--- config.mk ---
export PLATFORM = sky130hd
export DESIGN_NAME = serial_frame_receiver
export DESIGN_NICKNAME = d
export VERILOG_FILES = /design/src/rtl/serial_rx_pkg.sv /design/src/rtl/serial_rx_outbuf.sv /design/src/rtl/serial_frame_receiver.sv
export SDC_FILE = /design/constraint.sdc
export NUM_CORES = 1
export LEC_CHECK = 0
export ABC_AREA = 1
export ABC_CLOCK_PERIOD_IN_PS = 1400
export BUFFER_PORTS_ARGS = -buffer_cell sky130_fd_sc_hd__buf_4
export CORE_UTILIZATION = 54
export DETAILED_ROUTE_END_ITERATION = 10
export HOLD_SLACK_MARGIN = 0.15
export PLACE_DENSITY = 0.76
export REMOVE_ABC_BUFFERS = 1
export SKIP_LAST_GASP = 1
export SYNTH_ARGS = -nofsm -noshare
export SYNTH_HDL_FRONTEND = slang
export SYNTH_HIERARCHICAL = 1
export SYNTH_SLANG_ARGS = --single-unit
--- constraint.sdc ---
create_clock -name CLK -period 1.4 [get_ports CLK]
set_input_delay 0.07 -clock CLK [delete_from_list [all_inputs] [get_ports CLK]]
set_output_delay 0.07 -clock CLK [all_outputs]
set_load 0.02 [all_outputs]
--- src/rtl/serial_rx_pkg.sv ---
// Shared types for the serial frame receiver.
// Receiver FSM states and serial line levels.
package serial_rx_pkg;

    typedef enum logic [1:0] {
        IDLE,
        DATA,
        PARITY,
        STOP
    } rx_state_t;

    localparam logic IDLE_LEVEL  = 1'b1;
    localparam logic START_LEVEL = 1'b0;

endpackage

--- src/rtl/serial_rx_outbuf.sv ---
// One-entry valid/ready holding register.
// Drops a new word and flags overflow when full and not drained.
module serial_rx_outbuf #(
    parameter int DATA_W = 8
) (
    input  logic              CLK,
    input  logic              RST,
    input  logic              load,
    input  logic [DATA_W-1:0] dIn,
    input  logic              pIn,
    input  logic              ready,
    output logic              valid,
    output logic [DATA_W-1:0] dataOut,
    output logic              parityErr,
    output logic              overflow
);

    logic canLoad;

    // A slot is free when empty or being drained this cycle.
    assign canLoad = !valid || ready;

    // Hold register, valid flag and overflow pulse.
    always_ff @(posedge CLK) begin
        if (RST) begin
            valid     <= 1'b0;
            dataOut   <= '0;
            parityErr <= 1'b0;
            overflow  <= 1'b0;
        end else begin
            overflow <= load && !canLoad;
            if (load && canLoad) begin
                valid     <= 1'b1;
                dataOut   <= dIn;
                parityErr <= pIn;
            end else if (valid && ready) begin
                valid <= 1'b0;
            end
        end
    end

endmodule

--- src/rtl/serial_frame_receiver.sv ---
// Serial frame receiver: start detect, LSB-first shift,
// optional parity, stop check and buffered word output.
module serial_frame_receiver
    import serial_rx_pkg::*;
#(
    parameter int DATA_W     = 8,
    parameter int PARITY_EN  = 0,
    parameter int PARITY_ODD = 0
) (
    input  logic              CLK,
    input  logic              RST,
    input  logic              serIn,
    output logic              shEn,
    output logic              Done,
    output logic [DATA_W-1:0] dataOut,
    output logic              valid,
    input  logic              ready,
    output logic              parityErr,
    output logic              frameErr,
    output logic              overflow
);

    localparam int CW = (DATA_W > 1) ? $clog2(DATA_W) : 1;
    localparam logic [CW-1:0] LAST = CW'(DATA_W - 1);
    localparam logic ODD = (PARITY_ODD != 0);

    rx_state_t state, nextState;
    logic [CW-1:0]     cnt;
    logic [DATA_W-1:0] shReg;
    logic              parAcc;
    logic              parErr;
    logic              frameGood;

    assign frameGood = (state == STOP) && (serIn == IDLE_LEVEL);

    // State register.
    always_ff @(posedge CLK) begin
        if (RST) state <= IDLE;
        else     state <= nextState;
    end

    // Next-state decode: one serial bit per clock.
    always_comb begin
        nextState = state;
        unique case (state)
            IDLE:   if (serIn == START_LEVEL) nextState = DATA;
            DATA:   if (cnt == LAST)
                        nextState = (PARITY_EN != 0) ? PARITY : STOP;
            PARITY: nextState = STOP;
            STOP:   nextState = IDLE;
        endcase
    end

    // Bit counter, shifter, parity and end-of-frame pulses.
    always_ff @(posedge CLK) begin
        if (RST) begin
            cnt      <= '0;
            shReg    <= '0;
            parAcc   <= 1'b0;
            parErr   <= 1'b0;
            shEn     <= 1'b0;
            Done     <= 1'b0;
            frameErr <= 1'b0;
        end else begin
            shEn     <= (nextState == DATA);
            Done     <= (state == STOP);
            frameErr <= (state == STOP) && (serIn != IDLE_LEVEL);
            unique case (state)
                IDLE: begin
                    cnt    <= '0;
                    parAcc <= 1'b0;
                    parErr <= 1'b0;
                end
                DATA: begin
                    shReg  <= {serIn, shReg[DATA_W-1:1]};
                    cnt    <= cnt + 1'b1;
                    parAcc <= parAcc ^ serIn;
                end
                PARITY: parErr <= ((parAcc ^ serIn) != ODD);
                STOP: ;
            endcase
        end
    end

    serial_rx_outbuf #(
        .DATA_W(DATA_W)
    ) uOutBuf (
        .CLK      (CLK),
        .RST      (RST),
        .load     (frameGood),
        .dIn      (shReg),
        .pIn      (parErr),
        .ready    (ready),
        .valid    (valid),
        .dataOut  (dataOut),
        .parityErr(parityErr),
        .overflow (overflow)
    );

endmodule
* Word level (Yosys, flattened, before mapping)
Cells that the tools add are included.
** Storage, ports and cells
- Register bits :: 29
- Output and inout bits :: 14
- Word-level logic and storage cells :: 40
** Operators by class
- Add/subtract/negate cells :: 1
- Eq/ne operators :: 5
- Multiplexer cells :: 8
- Bitwise logic cells :: 2
- Reduce and logical (&&, ||, !) cells :: 12
** Operator list (count)
- 2-bit one-hot mux with 4 select lines :: 1
- 3-bit one-hot mux with 2 select lines :: 1
- 2-bit nonzero test :: 3
- 1-bit logical AND :: 5
- 2-bit by 1-bit == test with 1-bit output, second input constant :: 2
- 2-bit == test, second input constant :: 2
- 2-bit 2-to-1 mux :: 2
- 1-bit one-hot mux with 2 select lines :: 2
- 3-bit by 1-bit adder with 3-bit output, second input constant :: 1
- 3-bit == test, second input constant :: 1
- 1-bit logical NOT :: 2
- 2-bit logical NOT :: 1
- 1-bit 2-to-1 mux :: 2
- 1-bit logical OR :: 1
- 1-bit NOT :: 1
- 1-bit XOR :: 1

* Logic depth before layout (Yosys ltp)
Gate-level depths: netlist of the first run.
- Word-level depth :: 4
- Mapped depth :: 7
- Depth with buffers taken out :: 6

* Hierarchy
The synthesis of the first run kept the hierarchy.
** By module, submodules not included
- serial_frame_receiver :: times used 1, cells an instance 91, area an instance 723.2 um2, seq. area each 360.3 um2
- serial_rx_outbuf :: times used 1, cells an instance 66, area an instance 518.0 um2, seq. area each 220.2 um2

* Worst setup path before layout of the first run
Ideal clock, no wire load.
- Path type :: flip-flop to flip-flop
- Start point :: register state[0]
- End point :: register uOutBuf.dataOut[3]
- Arrival time :: 1.036 ns
- Path slack :: 0.249 ns
- Stages on the path, launching flop included :: 8
- Buffers on the path :: 2
- Clock period less this slack :: 1.151 ns
- Cells stage by stage :: dfxtp_1 ha_1 nand2_1 inv_1 buf_6 buf_12 a21oi_1 nor2_1
** On the way
- Word-level cells in the longest chain between the ends :: 3
** RTL lines
- start: declaration :: line serial_frame_receiver.sv:27 : rx_state_t state, nextState;
- start signal: assignment :: line serial_frame_receiver.sv:39 : else state <= nextState;
- 2-bit == test :: line serial_frame_receiver.sv:34 : assign frameGood = (state == STOP) && (serIn == IDLE_LEVEL);
- 1-bit logical AND :: line serial_frame_receiver.sv:34
- via frameGood :: line serial_frame_receiver.sv:32 : logic frameGood;
- 1-bit logical AND :: line serial_rx_outbuf.sv:32 : if (load && canLoad) begin
- end signal: assignment :: line serial_rx_outbuf.sv:34 : dataOut <= dIn;
- end: declaration :: line serial_rx_outbuf.sv:13 : output logic [DATA_W-1:0] dataOut,
The timed path passes the listed nets, and every way through them passes these cells.
A chain may end at the register's enable or synchronous reset.

* Final worst setup path of the first run
- Start point :: register state[1]
- End point :: register frameErr
** On the way
- Word-level cells in the longest chain between the ends :: 2
** RTL lines
- 2-bit == test :: line serial_frame_receiver.sv:67 : frameErr <= (state == STOP) && (serIn != IDLE_LEVEL);
- 1-bit logical AND :: line serial_frame_receiver.sv:67
- end signal: assignment :: line serial_frame_receiver.sv:67
- end: declaration :: line serial_frame_receiver.sv:19 : output logic frameErr,
No other way between the ends.

==> results of run 1 <==
how the worst max path moves through the flow:
stage	startpoint	endpoint	slack (ps)	cells after the start
after floorplan	state[1]	uOutBuf/dataOut[3]	90	6
after global placement	state[1]	cnt[0]	150	6
after detailed placement	state[1]	shReg[5]	100	5
after CTS	state[1]	frameErr	60	4
after global routing	state[1]	frameErr	-60	4
final	state[1]	frameErr	20	4
repair_timing:
action	CTS	global route
gates resized for setup	0	3
setup endpoints to repair	0	7
endpoints found under the hold margin	13	0
buffers inserted	0	0
hold buffers	3	0
logic make-up after synthesis:
family | count (synthesis) | share of synthesized area
DFF | 29 | 0.468
AOI/OAI and AO/OA | 27 | 0.121
and+or+nand+nor | 66 | 0.224
adders and majority gates | 6 | 0.0605
buffers and inverters | 29 | 0.127
layer usage:
layer | up-vias | routed length (um) | global-route usage
li1 | 540 | - | -
met1 | 461 | 968 | 0.224
met2 | 18 | 1040 | 0.347
met3 | 4 | 101 | 0.102
met4 | 0 | 25 | 0.0857
met5 | - | 0 | 0
worst min-delay path, delay by kind of cell:
family | cells | cell delay (ps)
AND/OR/NAND/NOR | 2 | 100
buffers and inverters | 3 | 350
power breakdown:
part | total (mW) | switching, mW | internal [mW]
sequential | 1.16 | 0.130 | 1.03
clock | 0.497 | 0.260 | 0.237
combinational | 0.931 | 0.562 | 0.369
total | 2.59 | 0.952 | 1.64
sequential cells by signal, indices dropped and copies added, names as in the netlist:
name	cells
uOutBuf/dataOut	8
uOutBuf/parityErr	1
uOutBuf/valid	1
shEn	1
parAcc	1
uOutBuf/overflow	1
frameErr	1
Done	1
cnt	3
shReg	8
parErr	1
state	2
area by class of cell:
cell class | instances | area, um^2 | area share
Multi-Input combinational cell | 99 | 505 | 0.346
Inverter | 23 | 91.3 | 0.0626
Clock buffer | 7 | 55.1 | 0.0377
Tap cell | 27 | 33.8 | 0.0231
Sequential cell | 29 | 582 | 0.398
Timing Repair Buffer | 23 | 193 | 0.132
cell usage in the layout, fill, tap and decap left out, drive strengths merged:
cell | synthesis | final
inv | 23 | 23
ha | 6 | 6
nor3 | 2 | 2
nand3 | 13 | 13
a21oi | 17 | 17
dlygate4sd3 | 0 | 3
dfxtp | 29 | 29
nor2 | 29 | 29
o21ai | 10 | 10
buf | 6 | 20
clkbuf | 0 | 7
nand2 | 22 | 22
==> impl_results.md, run 1 <==
* Outcome: completed
* DRC at 0
* Power per cell area at 1770 nW/um^2
* Reg2reg end: frameErr
* Die ar. at 2490 um^2
* Register area share after synthesis at 0.468
* Final setup violation count at 0
* Total track usage at 0.209
* Crit path time final at 1380 ps
* Vias after detailed routing at around 1000
* Largest cells by area after synthesis: dfxtp_1 47%, nor2_1 8.8%, nand2_1 6.7%
* Die Y at 49.9 um
* Synthesized cell area at 1240 um^2
* Pins Over Slew Limit at 0
* Setup CP Type: flop to flop
* Max_cap viols at 0
* Fillcell total at 191
* Max-slew headroom at 0.840
* Hold endpoint: uOutBuf/overflow
* Synth Flop Type: dfxtp_1
* CTS tree: done
* Total Routed Length at about 2100 um
* H-tree depth at 2
* Total negative setup slack at 0 ps
* R2r startpoint: state[1]
* Area grow syn2layout at 17.6%
* CTS sink cnt at 29
* Share of cells above drive strength 1 at 0.210
* Worst path cell trace: ha_1, inv_1, nor3_1, dlygate4sd3_1
* Ant diodes at 0
* Hold depth at 5
* Arrival time at the worst endpoint at 1640 ps
* Final Cell Area at between 1000 and 1500 um^2
* VDD IR max at approximately 1200 uV
* First-pass GRT wire length at 3690 um
* Flop-to-flop setup slack at between 20 and 25 ps
* Longest Clk Path Bufs at 2
* Slowest cell on the critical path: dlygate4sd3_1
* RSZ-0062 raised after global routing: true
* Most common library cells after synthesis: 29 x dfxtp_1, 29 x nor2_1, 22 x nand2_1
* Row count at 16
* Fin util at 0.708
* Crit-path max FO at 4
* Cells after synthesis at 157
* Element type at the critical path end: flop
* Initial antenna violation count at 0
* Worst Skew at 5.74 ps
* Starting density of the core at 0.602
* Core area at 2060 um^2
* Leak at 0.682 nW
* Seq cells post-synth at 29
* Hold Crit Start: ready
* Required @ worst endpoint at roughly 1700 ps
* Vias per std cell at 4.92
* Area share of the largest cell type after synthesis at 0.468
* Synth cell types at 18
* CP bufs+invs at 2
* CP Launch Type: flop
* Placement Setup Slack at 96.1 ps
* CTS clock-pin slew for the worst setup and hold paths at about 80 ps
* Routability cong. at 0.802
* Final worst slack at approximately 24 ps
* Post-DP Area at between 1000 and 1500 um^2
* Port Buffer Count at 17
* EDFF count, synth at 0
* Worst-Skew Late Latency at 320 ps
* Placed cell count at 198
* Mapped Avg Cell Area at 7.91 um^2
* Routed WL per cell at 10.3 um
* Synth area leader: dfxtp_1
* Asr flop ratio synth at 0
* Final ANT Viol Nets at 0
* Final hold vios at 0
* Hold Path Class: input port to flop
* Die Width at ~50 um
* Root Buffer: clkbuf_4
* Io pins at 18
* Total grt overflow at 0
* Nets at 191
* Largest net degree at the start of global routing at 21
* Final hold slack at 227 ps
* Largest delay share family, worst path: buffers and inverters
* Worst r2r path cells at 4
* Vias in the first global route at about 900
* 1st-iter DRT viols at 21
* Worst slew pin tran at 239 ps
* Largest stage delay on the critical path at 560 ps
* HPWL after detailed placement at between 1500 and 2000 um
* CTS Buf Count at 5
* Design Power at 2.59 mW
* Detailed Routing Iterations Pass 1 at 4
* Fmax at 727 MHz
* Final Non-Filler Cells at around 210
* Warnings, synthesis at 6
* Crit share post-route at 0.983
No activity file was read; power rests on OpenSTA's default activity.
==> run 2, diff against run 1 <==
--- a/config.mk
+++ b/config.mk
@@ -5,13 +5,13 @@
 export SDC_FILE = /design/constraint.sdc
 export NUM_CORES = 1
 export LEC_CHECK = 0
-export ABC_AREA = 1
-export ABC_CLOCK_PERIOD_IN_PS = 1400
+export ABC_CLOCK_PERIOD_IN_PS = 1100
 export BUFFER_PORTS_ARGS = -buffer_cell sky130_fd_sc_hd__buf_4
-export CORE_UTILIZATION = 54
+export CORE_UTILIZATION = 49
 export DETAILED_ROUTE_END_ITERATION = 10
 export HOLD_SLACK_MARGIN = 0.15
-export PLACE_DENSITY = 0.76
+export MAX_ROUTING_LAYER = met4
+export PLACE_DENSITY = 0.73
 export REMOVE_ABC_BUFFERS = 1
 export SKIP_LAST_GASP = 1
 export SYNTH_ARGS = -nofsm -noshare
==> constraint.sdc (replaced) <==
create_clock -name CLK -period 1.1 [get_ports CLK]
set_input_delay 0.055 -clock CLK [delete_from_list [all_inputs] [get_ports CLK]]
set_output_delay 0.055 -clock CLK [all_outputs]
set_load 0.02 [all_outputs]
==> run 2 against run 1 <==
Effect of this change: the flow now finishes with violations (setup timing); final cell count shrank 13%; final area rose by 19%; die area grew 10%; sequential cell count unchanged; clock skew fell by 1.1 ps; via count decreased by 8.5%; largest power group unchanged; highest routed layer unchanged.
==> impl_results.md, run 2 <==
* Area share of the largest cell type after synthesis at 0.467
* Die Y at approximately 52 um
* Pins Over Slew Limit at 0
* Worst path cell trace: ha_4, and2_4, a21boi_4, buf_12, mux2i_1
* Largest net degree at the start of global routing at 37
* Placed cell count at 167
* Slowest cell on the critical path: dfxtp_4
* Final setup violation count at 25
* Vias per std cell at 5.14
* Die Width at about 52 um
* Final worst slack at -252 ps
* Max-slew headroom at 0.793
* Setup CP Type: flop to flop
* Warnings, synthesis at 6
* Largest stage delay on the critical path at between 300 and 400 ps
* Routed WL per cell at 14.0 um
* Total negative setup slack at -2820 ps
* Most common library cells after synthesis: 29 x dfxtp_1, 18 x mux2i_1, 18 x nand2b_1
* Routability cong. at 0.802
* DRC at 0
* Detailed Routing Iterations Pass 1 at 4
* Synth cell types at 24
* Die ar. at 2740 um^2
* Area grow syn2layout at 39.2%
* Total grt overflow at 0
* CP Launch Type: flop
* CTS tree: done
* Longest Clk Path Bufs at 2
* First-pass GRT wire length at 3750 um
* Initial antenna violation count at 0
* Total track usage at 0.200
* Crit share post-route at 1.23
* Count leader, synth: dfxtp_1
* Power per cell area at 1320 nW/um^2
* Worst Skew at 4.67 ps
* Fin util at 0.754
* Root Buffer: clkbuf_4
* Crit-path max FO at 5
* FF/Latch Area at 588 um^2
* Vias after detailed routing at 936
* Asr flop ratio synth at 0
* Fillcell total at 168
* RSZ-0062 raised after global routing: true
* Row count at 17
* Vias in the first global route at approximately 850
* Core area at 2300 um^2
* Worst-Skew Late Latency at 320 ps
* Outcome: finished, violations left
* Register area share after synthesis at 0.467
* Total Routed Length at 2560 um
* CTS clock-pin slew for the worst setup and hold paths at 90 ps
* Cells after synthesis at 119
* CTS Buf Count at 5
* Synthesized cell area at 1240 um^2
* Nets at 163
* Hold Path Class: input port to flop
* Share of cells above drive strength 1 at 0.377
* Final Non-Filler Cells at 182
* Leak at 0.681 nW
* Required @ worst endpoint at 1350 ps
* Seq cells post-synth at 29
* H-tree depth at 2
* VDD IR max at roughly 1500 uV
* EDFF count, synth at 0
* Worst slew pin tran at 311 ps
* Design Power at between 2 and 2.5 mW
* Max_cap viols at 0
* Synth Flop Type: dfxtp_1
* Fmax at 740 MHz
* 1st-iter DRT viols at 16
* Biggest regs: shReg (8), uOutBuf/dataOut (8), cnt (3)
* Most frequent cells in the layout: 27 x dfxtp_1, 26 x buf_4, 18 x nand2b_1, 17 x mux2i_1, 16 x nor2_1
* Final ANT Viol Nets at 0
* Crit path time final at 1350 ps
* Failing checks: setup timing
* Io pins at 18
* Mapped Avg Cell Area at 10.5 um^2
* CTS sink cnt at 29
* Ant diodes at 0
* Starting density of the core at 0.541
* Port Buffer Count at 17
* Synth area leader: dfxtp_1
* Element type at the critical path end: flop
* HPWL after detailed placement at approximately 1500 um
* Multi-input logic area at 703 um^2
* Final hold vios at 0
* Most common cell after layout, fill and taps aside: dfxtp_1
* Arrival time at the worst endpoint at 1600 ps
* Largest cells by area after synthesis: dfxtp_1 47%, mux2i_1 14%, nand2b_1 9.1%
[run 2: cell count changes in the layout (fill, tap and decap cells not counted), moves of 4 or more]
cell      delta
nand2b_1    +18
nand2_1     -22
mux2i_1     +17
inv_1       -17
buf_4        +7
ha_4         +4
nor2_1      -13
o21ai_0      -9
nand3_1     -13
a21oi_1     -11
[run 2: final timing paths]
check / start / endpoint / slack [ps] / depth (start not counted)
setup / recovery: state[1] / uOutBuf/dataOut[3] / -250 / 5
hold / removal: serIn / uOutBuf/valid / 190 / 5
setup reg to reg: state[1] / uOutBuf/dataOut[3] / -250 / 5
hold reg to reg: uOutBuf/dataOut[4] / uOutBuf/dataOut[4] / 480 / 2
[run 2: timing repair]
item / CTS / global route
hold endpoints to repair: 19 / 0
setup endpoints to repair: 27 / 27
buffers inserted: 0 / 2
hold buffers: 4 / 0
resized for setup: 7 / 22
pin swaps: 0 / 3
cloned: 0 / 1
[run 2: final cells by class]
| cell class | count | area share |
|---|---|---|
| Multi-Input combinational cell | 80 | 0.406 |
| Sequential cell | 29 | 0.340 |
| Timing Repair Buffer | 34 | 0.177 |
| Clock buffer | 7 | 0.0318 |
| Tap cell | 28 | 0.0202 |
| Clock inverter | 1 | 0.0173 |
| Inverter | 3 | 0.00795 |
[run 2: metal layers]
metal  track usage  share of wire
met4         0.123          0.019
met3        0.0638          0.038
met1         0.222           0.44
met2         0.310           0.51
met5             -              0
[run 2: per-stage QoR]
stage	hold slack (ps)	cell area, um^2	setup WS [ps]
floorplan	127	1190	-380
global placement	294	1440	-161
detailed placement	296	1440	-233
CTS	184	1590	-210
global route	232	1730	-280
finish	193	1730	-252
[run 2: cells by family (layout without fill, tap and decap cells)]
logic type                 after synthesis  after routing  share of synthesized area
AOI/OAI and AO/OA                        9              9                     0.0634
xor gates and xnor gates                 1              1                    0.00704
adders and majority gates                6              6                     0.0604
buffers and inverters                   10             45                     0.0503
DFF                                     29             29                      0.467
muxes                                   18             18                      0.145
and+or+nand+nor                         46             46                      0.207
[run 2: worst max-delay path: cells and delay by family, from the launching register on]
| family | cells | cell delay, ps |
|---|---|---|
| buffers and inverters | 1 | 160 |
| muxes | 1 | 220 |
| and+or+nand+nor | 1 | 130 |
| adders and majority gates | 1 | 140 |
| AOI/OAI and AO/OA | 1 | 250 |
| DFF | 1 | 390 |
[run 2: where the power goes]
part | total (mW) | switching, mW | internal, mW
Combinational | 0.293 | 0.146 | 0.146
Sequential | 1.09 | 0.0186 | 1.07
Clock | 0.910 | 0.367 | 0.542
Total | 2.29 | 0.532 | 1.76
